File: src/rtl/dma_copy.sv
// dma_copy: single-channel word DMA engine (copy / fill) with a CPU register port.
//   i_clock, i_reset (async, active-low)
//   register port : i_request, i_rw, i_address[4:2], i_wdata -> o_rdata, o_ready (1-cycle pulse)
//   bus initiator : o_bus_request, o_bus_rw, o_bus_address, o_bus_wdata <- i_bus_ready, i_bus_rdata
//   o_interrupt   : level, DONE & IE
module dma_copy #(
  parameter int COUNT_WIDTH = 16
) (
  input  logic        i_clock,
  input  logic        i_reset,
  input  logic        i_request,
  input  logic        i_rw,
  input  logic [31:0] i_address,
  input  logic [31:0] i_wdata,
  output logic [31:0] o_rdata,
  output logic        o_ready,
  output logic        o_bus_rw,
  output logic        o_bus_request,
  input  logic        i_bus_ready,
  output logic [31:0] o_bus_address,
  input  logic [31:0] i_bus_rdata,
  output logic [31:0] o_bus_wdata,
  output logic        o_interrupt
);
  typedef enum logic [1:0] {IDLE, READ, WRITE, NEXT} state_t;
  state_t state;
  logic [31:0] src, dst, fillval, status, rd_val, src_inc, dst_inc;
  logic [COUNT_WIDTH-1:0] count, count_dec;
  logic done, fill, ie, abort_pending, busy, access, wr, ctrl_wr, start, unused;
  logic [2:0] sel;
  always_comb begin
    sel = i_address[4:2];
    busy = state != IDLE;
    // a request is not re-sampled in the o_ready cycle, so a held request completes every other cycle
    access = i_request && !o_ready;
    wr = access && i_rw;
    ctrl_wr = wr && sel == 3'd3;
    start = ctrl_wr && i_wdata[0] && !busy;
    src_inc = src + 32'd4;
    dst_inc = dst + 32'd4;
    count_dec = count - COUNT_WIDTH'(1);
    status = {27'd0, ie, 1'b0, fill, done, busy};
    rd_val = sel == 3'd0 ? src :
             sel == 3'd1 ? dst :
             sel == 3'd2 ? 32'(count) :
             sel == 3'd3 ? status :
             sel == 3'd4 ? fillval : 32'd0;
  end
  assign o_interrupt = done & ie;
  assign unused = ^{i_address[31:5], i_address[1:0]};
  always_ff @(posedge i_clock or negedge i_reset) begin
    if (!i_reset) begin
      state <= IDLE;
      src <= '0;
      dst <= '0;
      fillval <= '0;
      count <= '0;
      done <= 1'b0;
      fill <= 1'b0;
      ie <= 1'b0;
      abort_pending <= 1'b0;
      o_ready <= 1'b0;
      o_rdata <= '0;
      o_bus_request <= 1'b0;
      o_bus_rw <= 1'b0;
      o_bus_address <= '0;
      o_bus_wdata <= '0;
    end else begin
      o_ready <= access;
      if (access && !i_rw) o_rdata <= rd_val;
      if (wr && !busy && sel == 3'd0) src <= {i_wdata[31:2], 2'b00};
      if (wr && !busy && sel == 3'd1) dst <= {i_wdata[31:2], 2'b00};
      if (wr && !busy && sel == 3'd2) count <= i_wdata[COUNT_WIDTH-1:0];
      if (wr && !busy && sel == 3'd4) fillval <= i_wdata;
      if (ctrl_wr) begin
        ie <= i_wdata[4];
        if (i_wdata[3]) done <= 1'b0;
        if (busy && i_wdata[2]) abort_pending <= 1'b1;
      end
      // later assignments to done below override a same-cycle clear, so a DONE set wins
      if (start) begin
        done <= count == '0;
        fill <= i_wdata[1];
      end
      if (start && count != '0) begin
        state <= i_wdata[1] ? WRITE : READ;
        o_bus_request <= 1'b1;
        o_bus_rw <= i_wdata[1];
        o_bus_address <= i_wdata[1] ? dst : src;
        o_bus_wdata <= fillval;
      end
      // o_bus_wdata doubles as the data register between the read and write beats
      if (state == READ && i_bus_ready) begin
        state <= WRITE;
        o_bus_rw <= 1'b1;
        o_bus_address <= dst;
        o_bus_wdata <= i_bus_rdata;
      end
      if (state == WRITE && i_bus_ready) begin
        state <= NEXT;
        o_bus_request <= 1'b0;
        o_bus_rw <= 1'b0;
      end
      if (state == NEXT) begin
        count <= count_dec;
        dst <= dst_inc;
        if (!fill) src <= src_inc;
        if (count_dec == '0 || abort_pending) begin
          state <= IDLE;
          done <= 1'b1;
          abort_pending <= 1'b0;
        end else begin
          state <= fill ? WRITE : READ;
          o_bus_request <= 1'b1;
          o_bus_rw <= fill;
          o_bus_address <= fill ? dst_inc : src_inc;
        end
      end
    end
  end
endmodule
File: config.mk
export PLATFORM = sky130hd
export DESIGN_NAME = dma_copy
export DESIGN_NICKNAME = d
export VERILOG_FILES = /design/src/rtl/dma_copy.sv
export SDC_FILE = /design/constraint.sdc
export NUM_CORES = 1
export LEC_CHECK = 0
export ABC_AREA = 0
export ABC_CLOCK_PERIOD_IN_PS = 5350
export BUFFER_PORTS_ARGS = -buffer_cell sky130_fd_sc_hd__buf_2
export CORE_MARGIN = 5
export CORE_UTILIZATION = 30
export CTS_CLUSTER_DIAMETER = 150
export DETAILED_ROUTE_END_ITERATION = 16
export GPL_ROUTABILITY_DRIVEN = 0
export HOLD_SLACK_MARGIN = 0.02
export PLACE_DENSITY = 0.47
export SYNTH_ARGS = -nofsm -noshare
export SYNTH_HDL_FRONTEND = slang
export SYNTH_SLANG_ARGS = --single-unit
File: constraint.sdc
create_clock -name i_clock -period 5.35 [get_ports i_clock]
set_clock_uncertainty 0.15 [all_clocks]
set_input_delay 1.07 -clock i_clock [delete_from_list [all_inputs] [get_ports i_clock]]
set_output_delay 1.07 -clock i_clock [all_outputs]
set_load 0.03 [all_outputs]
======== Yosys cells after proc, flatten, opt, wreduce, memory -nomap -nowiden ========
Cells that the tools add are included.
cells by class
  add/sub/neg operators ................... 3
  equality and inequality tests ........... 7
  multiplexer cells ....................... 45
  bitwise operators ....................... 1
  reductions and logical operators ........ 28
operators with widths
  kind                                                count
  two-way mux 32 bit                                  18
  adder 32 x 3 -> 32 bit, second input constant       2
  zero test 16 bit                                    2
  two-way mux 16 bit                                  2
  two-way mux 1 bit                                   18
  nonzero test 16 bit                                 1
  subtractor 16 x 1 -> 16 bit, second input constant  1
  logical AND 1 bit                                   15
  two-way mux 2 bit                                   7
  nonzero test 2 bit                                  4
  == test 3 x 2 -> 1 bit, second input constant       2
  == test 2 bit, second input constant                2
  nonzero test 4 bit                                  1
  == test 3 x 1 -> 1 bit, second input constant       1
  == test 3 bit, second input constant                1
  zero test 1 bit                                     3
  zero test 3 bit                                     1
  == test 2 x 1 -> 1 bit, second input constant       1
  bitwise AND 1 bit                                   1
  logical OR 1 bit                                    1
word-level totals
  register bits ........................... 217
  input bits .............................. 101

======== Logic depth before layout (Yosys ltp) ========
  word-level depth ........................ 12
  depth in mapped cells ................... 11

======== Least setup slack after synthesis ========
No wires, ideal clock.
  path type ............................... input to register
  from .................................... input i_address[2]
  to ...................................... register count[2]
  data arrival time ....................... 2.739 ns
  required time ........................... 5.123 ns
  slack ................................... 2.383 ns
  stages on the path ...................... 7
  path buffers ............................ 2
  path through ............................ clkbuf_1 nor4_1 nand3b_1 nand2_1 clkbuf_1 o21ai_0 a21oi_1
between the ends
  word-level cells in the longest chain between the ends .. 3
RTL lines
  what                                 RTL line  text
  start: declaration                   13        input logic [31:0] i_address,
  == test 3 x 2 -> 1 bit               73        if (wr && !busy && sel == 3'd2) count <= i_wdata[COUNT_WIDTH-1:0];
  logical AND 1 bit                    73
  nonzero test 2 bit (no source line)  n/a
  end signal: assignment               73
  end signal: assignment               105       count <= count_dec;
  end: declaration                     28        logic [COUNT_WIDTH-1:0] count, count_dec;
Every way passes these cells.
A chain may end at the register's enable or synchronous reset.

======== Worst setup path in the final report ========
  from .................................... register count[1]
  to ...................................... register o_bus_address[23]
between the ends
  word-level cells in the longest chain between the ends .. 6
  elaborated cells between the ends (all ways) .. 9
RTL lines
  what                                                                 RTL line  text
  branches (longest 5 deep; another with subtractor 16 x 1 -> 16 bit)  n/a
  two-way mux 32 bit *                                                 104       if (state == NEXT) begin
  end signal: assignment                                               89        o_bus_address <= i_wdata[1] ? dst : src;
  end signal: assignment                                               96        o_bus_address <= dst;
  end signal: assignment                                               116       o_bus_address <= fill ? dst_inc : src_inc;
  end: declaration                                                     20        output logic [31:0] o_bus_address,
Mark *: on every way between the ends.

==> reports/results.ini <==
[routing]
drtIter0Drc=732
routed_wl_um=45700
ant_nets=0
wl_met2_um=20900
vias_per_cell=5.50
drtPass1Iterations=5
dr_wl_met3_um=2660
dr_total_vias=11200
wl_per_cell_um=22.4
drc=0
highest-signal-layer=met5
wl_met1_um=20900

[cells_and_area]
drive_gt1_share_pct=20.4
nets=1597
num_antenna_cells=0
final_util_pct=35.9
fillers=4214
layoutNonFillerInstCount=2044
area_delta_synth_final_pct=17.8
multi_input_area_mm2=0.00654
final-seq-area_mm2=0.00538

[run_status]
status=complete, no violations

[timing]
setup_viol=0
finalHoldViolations=0
setup_tns_ns=0
fmax_mhz=253
finalCritPeriodShare_pct=73.9
tightest_slew_ns=1.07
min_period_ns=3.95
slew_viol_final=0
rsz0062_at_grt=false
max_slew_margin_pct=28.3

[cts]
cts_tree=done
cts.htree.levels=1
cts_buffer_depth=3
cts.clk_slew.worst_paths_ns=0.06
clock_latency_ns=0.56
numCtsBuffers=27
cts_resized=0
cts-root-buf=clkbuf_16
cts_sinks=215
ctsHoldBuffers=0
post_cts_buffers=0

[die]
die_area_mm2=0.0458
start_util_pct=30.5
die_y_um=214
die_x_um=214
num_io_pins=201
core_mm2=0.0410
rows=74

[setup_path]
worst_ep_arrival_time_ns=4.28
crit_required_ns=5.68
start_kind=flip-flop
worstPathCellList=inv_1 > ha_1 > nor2b_1 > nand3_1 > xnor2_1 > or4b_1 > nor4b_4 > or3_2 > buf_4 > mux2i_1
cp_max_fo=17
critPathSlowestCell=or3_2
worstSetupPathType=reg2reg
critical_path.max_stage_delay_ns=0.60
critPathCaptureType=flip-flop

[logic_synthesis]
synth_top_cell_by_area=dfrtp_1
syn_inst=1379
seq_area_frac_synth_pct=43.0
yosysUniqueCellTypes=59
synth_seq_cells=215
synth_fp_nets=1484
yosys_warnings=0
synth_edf_count=0
synthArstFlopShare_pct=100
ys.flop_type=dfrtp_1
avgSynthCellArea_um2=9.06
yosys.area.top_type_share_pct=43.0
syn-cell-area_mm2=0.0125
synth_area_leaders=dfrtp_1, mux2i_1, o21ai_0

[worst_hold_path]
hold_class=reg2reg

[power]
power_density_mw_per_mm2=574
p_leak_nw=6.32
ir_drop_mv=0.230

[placed_design]
io_buffers=171
dp_cells=1995
dp_hpwl_um=31100

[global_route]
grt_usage_pct=19.2
grt_remaining_overflow=0
grt_start_max_net_pins=96
grt_pass1_vias=11100
antenna_found_initial=1
grt_pass1_wl_um=70300

[flow_run]
maxCapViolCount=0

Yosys cell counts, drive strengths merged (5+ instances only):
cell / n
o22ai: 50
nor2b: 6
a22o: 16
nor2: 102
o21ai: 143
a311oi: 12
a21oi: 75
or3: 6
o22a: 27
inv: 21
nand2: 172
mux2i: 107
o311ai: 7
xor2: 17
and2: 7
nand4: 7
mux2: 39
nor4: 8
nor3: 20
a31oi: 11
o221a: 6
nand3: 36
a22oi: 15
xnor2: 41
o32ai: 6
o21a: 7
buf: 25
and3: 27
nand2b: 5
dfrtp: 215
clkbuf: 97
kinds of logic (layout without fill, tap and decap cells):
family,Yosys count,in the layout,synth area share [%]
flip-flops,215,215,43.0
adder cells (fa/ha/maj),4,4,0.400
AO/OA/AOI/OAI,396,396,19.9
AND/OR/NAND/NOR,417,417,15.7
multiplexers,146,146,12.1
XOR/XNOR,58,58,4.06
buffers and inverters,143,276,4.85
power breakdown:
group	internal [W]	switching (W)	total, W
Sequential	0.00225	0.000841	0.00309
Clock	0.00114	0.000748	0.00189
Combinational	0.00131	0.00216	0.00347
metal layers:
layer	vias up	track usage [%]
met1	5609	27.4
met4	2	5.18
met2	328	30.7
met5	-	0
li1	5232	-
met3	63	2.72
worst max-delay path: cells and delay by family (launching register included):
kind	cells	cell delay, ns
flops	1	0.43
simple gates	5	2.06
xor+xnor	1	0.19
mux	1	0.23
fa+ha+maj	1	0.28
buf+inv	2	0.52
path summary, 6_finish.rpt:
path,startpoint,end,slack [ns],cells after the start
max in group asynchronous,i_reset,o_rdata[10],3.60,2
worst min-delay path,o_rdata[10],o_rdata[10],0.32,2
worst max-delay path,count[1],o_bus_address[23],1.40,10
worst min register to register,o_rdata[10],o_rdata[10],0.32,2
worst max register to register,count[1],o_bus_address[23],1.40,10
min in group asynchronous,i_reset,o_bus_wdata[27],0.35,1
cell type report:
cell class,instances,area share (%)
sequential,215,36.6
tap,532,4.52
multi-input combinational,1021,44.4
clock buffer,44,5.57
inverter,21,0.536
clock inverter,5,0.612
timing repair buffer,206,7.75
sequential cells by signal, indices dropped and copies added (netlist names):
register / count
o_bus_request: 1
o_rdata: 32
done: 1
count: 16
dst: 30
o_bus_address: 32
src: 32
fillval: 32
abort_pending: 1
fill: 1
ie: 1
o_bus_rw: 1
o_ready: 1
o_bus_wdata: 32
state: 2
layout by cell type (no fill, tap or decap), drive strengths merged, types with 8 or more instances in the layout:
master  instances
o22ai          50
inv            22
a22o           16
mux2i         107
buf           206
nand3          36
and3           27
o21ai         143
a21oi          75
nor2          102
nor4            8
a22oi          15
clkbuf         44
xor2           17
o22a           27
xnor2          41
a31oi          11
dfrtp         215
nand2         172
nor3           20
a311oi         12
mux2           39
through the flow:
stage                     cell area, um2  total power [W]  hold WS (ns)  setup WS [ns]
after global placement             13800          0.00653         0.307           1.45
after floorplan                    12500          0.00540         0.321           2.38
after global routing               14700          0.00901         0.349           1.12
after CTS                          14700          0.00851         0.325           1.37
after detailed placement           13800          0.00658         0.306           1.37
final                              14700          0.00845         0.324           1.40
(Power assumes the default switching activity.)
